==> src/rtl/qpi_pkg.sv <==
`default_nettype none
// ============================================================================
//  Module      : qpi_pkg
//  Description : Shared QPI read-path widths and the registered read-request
//                record used by qpi_rd_arbiter.
//  Revision    : 1.0 - initial release
// ============================================================================
package qpi_pkg;

    localparam int c_addr_w  = 20;   // QPI read address width
    localparam int c_mdata_w = 14;   // QPI metadata width: {id, local tag}
    localparam int c_data_w  = 512;  // QPI read data width
    localparam int c_id_w    = 2;    // requester id carried in mdata[13:12]
    localparam int c_tag_w   = 12;   // requester-local tag width
    localparam int c_cnt_w   = 6;    // outstanding counter width (limit up to 63)

    typedef struct packed {
        logic [c_addr_w-1:0]  addr;
        logic [c_mdata_w-1:0] mdata;
    } qpi_rd_req_t;

endpackage : qpi_pkg
`default_nettype wire

==> src/rtl/rr_arbiter.sv <==
`default_nettype none
// ============================================================================
//  Module      : rr_arbiter
//  Description : Combinational round-robin selector. The search starts at
//                (i_last + 1) mod NUM_REQ; the first set request bit wins.
//  Ports       : i_req       - request vector
//                i_last      - index of the previous winner
//                o_grant     - one-hot grant vector
//                o_grant_idx - index of the winner (i_last when none)
//                o_valid     - any request granted
//  Revision    : 1.0 - initial release
// ============================================================================
module rr_arbiter #(
    parameter int NUM_REQ = 4,
    parameter int PTR_W   = 2
) (
    input  logic [NUM_REQ-1:0] i_req,
    input  logic [PTR_W-1:0]   i_last,
    output logic [NUM_REQ-1:0] o_grant,
    output logic [PTR_W-1:0]   o_grant_idx,
    output logic               o_valid
);

    logic [PTR_W-1:0] w_idx;

    // NUM_REQ is a power of two, so modulo is plain wrap-around of the index.
    always_comb begin
        o_grant     = '0;
        o_grant_idx = i_last;
        o_valid     = 1'b0;
        w_idx       = '0;
        for (int k = 1; k <= NUM_REQ; k++) begin
            w_idx = i_last + PTR_W'(k);
            if (!o_valid && i_req[w_idx]) begin
                o_valid        = 1'b1;
                o_grant[w_idx] = 1'b1;
                o_grant_idx    = w_idx;
            end
        end
    end

endmodule : rr_arbiter
`default_nettype wire

==> src/rtl/qpi_rd_arbiter.sv <==
`default_nettype none
// ============================================================================
//  Module      : qpi_rd_arbiter
//  Description : Round-robin arbiter merging NUM_REQ read requesters onto one
//                QPI read-request port, tagging each request with the
//                requester id, and routing read responses back by that id.
//                Per-requester outstanding reads are limited to MAX_OUTST.
//  Ports       : clk / reset (async, active low)
//                io_req_*        - requester side (valid/addr/mdata/ready)
//                io_qpi_rd_req_* - registered QPI read request
//                io_qpi_rd_rsp_* - QPI read response in
//                io_rsp_*        - registered, routed response
//                io_idle         - nothing outstanding, no request pending
//  Options     : QPI_RD_ARB_PERF_EN adds io_perf_grants / io_perf_stalls,
//                saturating 32-bit event counters.
//  Revision    : 1.0 - initial release
// ============================================================================
module qpi_rd_arbiter
    import qpi_pkg::*;
#(
    parameter int NUM_REQ   = 4,
    parameter int MAX_OUTST = 16
) (
    input  logic                         clk,
    input  logic                         reset,
    input  logic [NUM_REQ-1:0]           io_req_valid,
    input  logic [NUM_REQ*c_addr_w-1:0]  io_req_addr,
    input  logic [NUM_REQ*c_tag_w-1:0]   io_req_mdata,
    output logic [NUM_REQ-1:0]           io_req_ready,
    input  logic                         io_qpi_rd_req_almostfull,
    output logic [c_addr_w-1:0]          io_qpi_rd_req_addr,
    output logic [c_mdata_w-1:0]         io_qpi_rd_req_mdata,
    output logic                         io_qpi_rd_req_valid,
    input  logic                         io_qpi_rd_rsp_valid,
    input  logic [c_mdata_w-1:0]         io_qpi_rd_rsp_mdata,
    input  logic [c_data_w-1:0]          io_qpi_rd_rsp_data,
    output logic [NUM_REQ-1:0]           io_rsp_valid,
    output logic [c_tag_w-1:0]           io_rsp_mdata,
    output logic [c_data_w-1:0]          io_rsp_data,
`ifdef QPI_RD_ARB_PERF_EN
    output logic [31:0]                  io_perf_grants,
    output logic [31:0]                  io_perf_stalls,
`endif
    output logic                         io_idle
);

    localparam int c_ptr_w = (NUM_REQ > 1) ? $clog2(NUM_REQ) : 1;

    logic [c_cnt_w-1:0]  r_outst_q [NUM_REQ];
    logic [c_cnt_w-1:0]  w_outst_d [NUM_REQ];
    logic [c_ptr_w-1:0]  r_last_grant_q, w_last_grant_d;
    logic                r_req_valid_q, w_req_valid_d;
    qpi_rd_req_t         r_req_q, w_req_d;
    logic [NUM_REQ-1:0]  r_rsp_valid_q;
    logic [c_tag_w-1:0]  r_rsp_mdata_q, w_rsp_mdata_d;
    logic [c_data_w-1:0] r_rsp_data_q, w_rsp_data_d;

    logic [NUM_REQ-1:0]  w_eligible;
    logic [NUM_REQ-1:0]  w_grant;
    logic [c_ptr_w-1:0]  w_grant_idx;
    logic                w_grant_any;
    logic                w_accept;
    logic [NUM_REQ-1:0]  w_rsp_hit;
    logic                w_all_zero;

    // A requester at its outstanding limit is skipped so it cannot block
    // the others from being selected.
    always_comb begin
        w_eligible = '0;
        w_rsp_hit  = '0;
        w_all_zero = 1'b1;
        for (int i = 0; i < NUM_REQ; i++) begin
            w_eligible[i] = io_req_valid[i] && (r_outst_q[i] < c_cnt_w'(MAX_OUTST));
            // Ids beyond NUM_REQ never match, and a zero count drops stale responses.
            w_rsp_hit[i]  = io_qpi_rd_rsp_valid
                          && (io_qpi_rd_rsp_mdata[c_mdata_w-1:c_tag_w] == c_id_w'(i))
                          && (r_outst_q[i] != '0);
            if (r_outst_q[i] != '0) begin
                w_all_zero = 1'b0;
            end
        end
    end

    rr_arbiter #(
        .NUM_REQ (NUM_REQ),
        .PTR_W   (c_ptr_w)
    ) u_rr_arbiter (
        .i_req       (w_eligible),
        .i_last      (r_last_grant_q),
        .o_grant     (w_grant),
        .o_grant_idx (w_grant_idx),
        .o_valid     (w_grant_any)
    );

    assign w_accept     = w_grant_any && !io_qpi_rd_req_almostfull;
    assign io_req_ready = w_grant & {NUM_REQ{!io_qpi_rd_req_almostfull}};

    always_comb begin
        w_req_valid_d  = w_accept;
        w_req_d        = r_req_q;
        w_last_grant_d = r_last_grant_q;
        w_rsp_mdata_d  = r_rsp_mdata_q;
        w_rsp_data_d   = r_rsp_data_q;
        if (w_accept) begin
            w_last_grant_d = w_grant_idx;
            for (int i = 0; i < NUM_REQ; i++) begin
                if (w_grant[i]) begin
                    w_req_d.addr  = io_req_addr[i*c_addr_w +: c_addr_w];
                    w_req_d.mdata = {c_id_w'(i), io_req_mdata[i*c_tag_w +: c_tag_w]};
                end
            end
        end
        if (|w_rsp_hit) begin
            w_rsp_mdata_d = io_qpi_rd_rsp_mdata[c_tag_w-1:0];
            w_rsp_data_d  = io_qpi_rd_rsp_data;
        end
        // Simultaneous accept and routed response cancel out.
        for (int i = 0; i < NUM_REQ; i++) begin
            w_outst_d[i] = r_outst_q[i];
            if (io_req_ready[i] && !w_rsp_hit[i]) begin
                w_outst_d[i] = r_outst_q[i] + c_cnt_w'(1);
            end else if (w_rsp_hit[i] && !io_req_ready[i]) begin
                w_outst_d[i] = r_outst_q[i] - c_cnt_w'(1);
            end
        end
    end

    always_ff @(posedge clk or negedge reset) begin
        if (!reset) begin
            r_last_grant_q <= c_ptr_w'(NUM_REQ - 1);
            r_req_valid_q  <= 1'b0;
            r_req_q        <= '0;
            r_rsp_valid_q  <= '0;
            r_rsp_mdata_q  <= '0;
            r_rsp_data_q   <= '0;
            for (int i = 0; i < NUM_REQ; i++) begin
                r_outst_q[i] <= '0;
            end
        end else begin
            r_last_grant_q <= w_last_grant_d;
            r_req_valid_q  <= w_req_valid_d;
            r_req_q        <= w_req_d;
            r_rsp_valid_q  <= w_rsp_hit;
            r_rsp_mdata_q  <= w_rsp_mdata_d;
            r_rsp_data_q   <= w_rsp_data_d;
            for (int i = 0; i < NUM_REQ; i++) begin
                r_outst_q[i] <= w_outst_d[i];
            end
        end
    end

    assign io_qpi_rd_req_valid = r_req_valid_q;
    assign io_qpi_rd_req_addr  = r_req_q.addr;
    assign io_qpi_rd_req_mdata = r_req_q.mdata;
    assign io_rsp_valid        = r_rsp_valid_q;
    assign io_rsp_mdata        = r_rsp_mdata_q;
    assign io_rsp_data         = r_rsp_data_q;
    assign io_idle             = w_all_zero && !r_req_valid_q;

`ifdef QPI_RD_ARB_PERF_EN
    logic [31:0] r_perf_grants_q, w_perf_grants_d;
    logic [31:0] r_perf_stalls_q, w_perf_stalls_d;

    always_comb begin
        w_perf_grants_d = r_perf_grants_q;
        w_perf_stalls_d = r_perf_stalls_q;
        if (w_accept && (r_perf_grants_q != '1)) begin
            w_perf_grants_d = r_perf_grants_q + 32'd1;
        end
        if ((|io_req_valid) && !w_accept && (r_perf_stalls_q != '1)) begin
            w_perf_stalls_d = r_perf_stalls_q + 32'd1;
        end
    end

    always_ff @(posedge clk or negedge reset) begin
        if (!reset) begin
            r_perf_grants_q <= '0;
            r_perf_stalls_q <= '0;
        end else begin
            r_perf_grants_q <= w_perf_grants_d;
            r_perf_stalls_q <= w_perf_stalls_d;
        end
    end

    assign io_perf_grants = r_perf_grants_q;
    assign io_perf_stalls = r_perf_stalls_q;
`endif

endmodule : qpi_rd_arbiter
`default_nettype wire

==> config.mk <==
export PLATFORM = sky130hd
export DESIGN_NAME = qpi_rd_arbiter
export DESIGN_NICKNAME = d
export VERILOG_FILES = /design/src/rtl/qpi_pkg.sv /design/src/rtl/rr_arbiter.sv /design/src/rtl/qpi_rd_arbiter.sv
export SDC_FILE = /design/constraint.sdc
export NUM_CORES = 1
export LEC_CHECK = 0
export ABC_AREA = 0
export CAP_MARGIN = 25
export CORE_AREA = 2 2 485 487
export DETAILED_ROUTE_END_ITERATION = 7
export DIE_AREA = 0 0 487 489
export SKIP_LAST_GASP = 1
export SYNTH_ARGS = -nofsm -noshare
export SYNTH_HDL_FRONTEND = slang
export SYNTH_SLANG_ARGS = --single-unit
==> constraint.sdc <==
create_clock -name clk -period 8.4 [get_ports clk]
set_input_delay 2.52 -clock clk [delete_from_list [all_inputs] [get_ports clk]]
set_output_delay 2.52 -clock clk [all_outputs]
set_load 0.005 [all_outputs]
==> impl_metrics.toml <==
[run_status]
status = "finished, final reports clean"

[logic_synthesis]
synth_seq_cells = 589
synth_most_common_cell = "dfrtp_1"
syn_nets = 2328
synthTopCellsByArea = "dfrtp_1 61%, mux2_2 23%, mux2_1 1.8%"
synth_warnings = 0
synth-async-reset-ratio_pct = 100
synth_top_area_share_pct = 60.8
synth_edf_count = 0
synth_area_sq_um = 24200
synth-main-ff-cell = "dfrtp_1"
synth_seq_area_share_pct = 61.0
synth.top_cells.by_count = "587 x dfrtp_1, 488 x mux2_2, 66 x buf_2"
synth_cell_type_count = 48
synthCells = 1635
synth_top_area_cell = "dfrtp_1"
synth.avg_cell_area_sq_um = 14.8

[clock_network]
clk_pin_slew_worst_paths_ns = 0.05
cts-resized-gates = 0
postCtsSetupRepairBufs = 0
hold_buffers = 0
h-tree-depth = 3
clk_latency_ns = 0.71
clock_path_buffers = 3
cts_tree = "yes"
root_buffer = "clkbuf_16"
numCtsBuffers = 83
cts.sinks = 589

[final_layout]
drive_gt1_share_pct = 22.8
syn_to_final_growth_pct = 78.4
fillers = 25400
final_area_sq_um = 43100
fin_nets = 3563

[worst_hold_path]
holdPathEnd = "io_rsp_data[49]$_DFFE_PN0P_"
worstHoldStart = "io_rsp_data[49]$_DFFE_PN0P_"
holdPathStages = 1
holdCritPathClass = "flop to flop"

[timing]
maxSlewViolCount = 0
skew_ns = 0.0359
setup_violations = 0
max_freq_mhz = 126
period_minus_slack_ns = 7.92
fin_crit_sh_pct = 94.3
tightest_slew_ns = 1.01
slew_headroom_pct = 32.6
rsz0062_at_grt = "no"
hold_violations = 0
setup_tns_ns = 0

[global_route]
grt_max_degree = 156
grt_pass1_wl_um = 225000
grt_usage_pct = 14.7
grt_pass1_vias = 20900
overflow = 0
antenna_found_initial = 194

[setup_path]
reg2reg_depth = 17
cp_max_fo = 10
critPathArrivalTime_ns = 5.40
crit_type = "input pin to primary output"
r2r_slack_ns = 3.97
cp.required_ns = 5.88
r2r_end = "r_outst_q[11]$_DFFE_PN0P_"
end_kind = "primary output"
r2r_start = "r_last_grant_q[0]$_DFFE_PN1P_"
crit_path_start_kind = "input pin"

[drt]
vias = 20100
dr.pass1.iters = 5
wirelength_um = 181000
drt_iter0_drc = 818
drc = 0
routedWlPerCell_um = 30.1
viasPerCell = 3.34
ant_nets = 0

[placement]
portBuffers = 1229
gp_congestion = 0.886
dp_hpwl_um = 154000
place_area_sq_um = 40100

[floorplan]
die-height_um = 489
pin_count = 1230
start_util_pct = 10.3
fp.dieArea_sq_um = 238000
core_sq_um = 234000
dieWidth_um = 487
rows = 178

[run]
drv_cap = 0

[power]
ir_worst_vdd_mv = 0.348
p_leak_nw = 16.5
power_mw = 14.5
p_per_area_nw_per_um2 = 337
==> cell usage in the layout (no fill, tap or decap), types with 3 or more instances in the layout <==
cell type / n
clkdlybuf4s50_1: 1228
dfrtp_1: 587
mux2_2: 488
clkbuf_16: 85
o21ai_0: 51
a21oi_1: 51
diode_2: 40
mux2_1: 39
a21o_1: 37
nand3_1: 34
a311oi_1: 32
o32a_1: 32
ha_1: 27
inv_1: 22
nand2_1: 21
buf_4: 19
xnor2_1: 16
nor2_1: 15
clkbuf_8: 15
clkinv_2: 14
clkbuf_1: 13
nor3_1: 9
xor2_1: 9
bufinv_16: 9
clkinvlp_4: 6
o21bai_1: 5
buf_12: 5
nor3b_1: 4
o21ai_1: 4
fa_1: 4
or3b_1: 3
mux4_2: 3
nor4_1: 3
==> cell type report <==
class / count / area (sq um) / share of cell area [%]
Sequential cell: 589 / 14700 / 34.2
Timing Repair Buffer: 1255 / 12600 / 29.2
Multi-Input combinational cell: 919 / 8860 / 20.6
Tap cell: 3060 / 3830 / 8.88
Clock buffer: 113 / 2380 / 5.53
Clock inverter: 35 / 497 / 1.15
Antenna cell: 40 / 100 / 0.232
Inverter: 22 / 82.6 / 0.192
==> metrics by stage <==
step	util [%]	hold WS (ns)	cells	setup WS (ns)
2_1_floorplan	-	0.468	1635	1.54
5_1_grt	18.4	0.514	6021	0.430
4_1_cts	18.4	0.493	5991	0.514
6_report	18.4	0.489	6033	0.480
3_5_place_dp	17.1	0.481	5843	0.514
3_3_place_gp	17.1	0.473	5842	0.502
==> logic make-up after synthesis <==
kind of cell	count (synthesis)	share of synthesized area [%]
and+or+nand+nor	104	2.24
buffers and inverters	127	2.52
xor gates and xnor gates	25	0.907
DFF	589	61.0
AOI/OAI and AO/OA	228	6.68
adders and majority gates	31	1.73
muxes	531	24.9
==> state kept, by name, summed over array words and instances (netlist names) <==
name                 cells
io_qpi_rd_req_mdata     14
io_qpi_rd_req_addr      20
io_qpi_rd_req_valid      1
r_outst_q               24
io_rsp_mdata            12
r_last_grant_q           2
io_rsp_valid             4
io_rsp_data            512
==> power by group <==
| group | leakage, nW | switching, mW | internal, mW | total (mW) |
|---|---|---|---|---|
| clock network | 1.40 | 1.54 | 2.27 | 3.81 |
| registers | 6.88 | 0.527 | 3.71 | 4.24 |
| logic | 8.22 | 3.35 | 3.12 | 6.48 |
==> worst max-delay path: stages <==
cell	delay, ns
clkdlybuf4s50_1	0.47
or3b_1	0.44
mux4_2	0.60
o21ai_1	0.32
o22ai_4	0.10
a21oi_1	0.36
clkdlybuf4s50_1	0.58
==> metal layers <==
layer / GRT usage (%) / vias to the layer above / wire, um
met5: 0.624 / - / 689
met4: 5.65 / 70 / 7880
met3: 12.4 / 451 / 33000
met2: 23.3 / 1276 / 81500
met1: 13.7 / 9868 / 58400
li1: - / 8463 / -
==> worst max path at each step <==
| stage | startpoint | to | slack, ns |
|---|---|---|---|
| 2_1_floorplan | io_req_valid[2] | io_req_ready[2] | 1.54 |
| 3_3_place_gp | io_req_valid[3] | io_req_ready[0] | 0.50 |
| 4_1_cts | io_req_valid[3] | io_req_ready[1] | 0.51 |
| 5_1_grt | io_req_valid[3] | io_req_ready[1] | 0.43 |
| 6_report | io_req_valid[2] | io_req_ready[1] | 0.48 |
| 3_5_place_dp | io_req_valid[3] | io_req_ready[1] | 0.51 |
(Power assumes the default switching activity.)
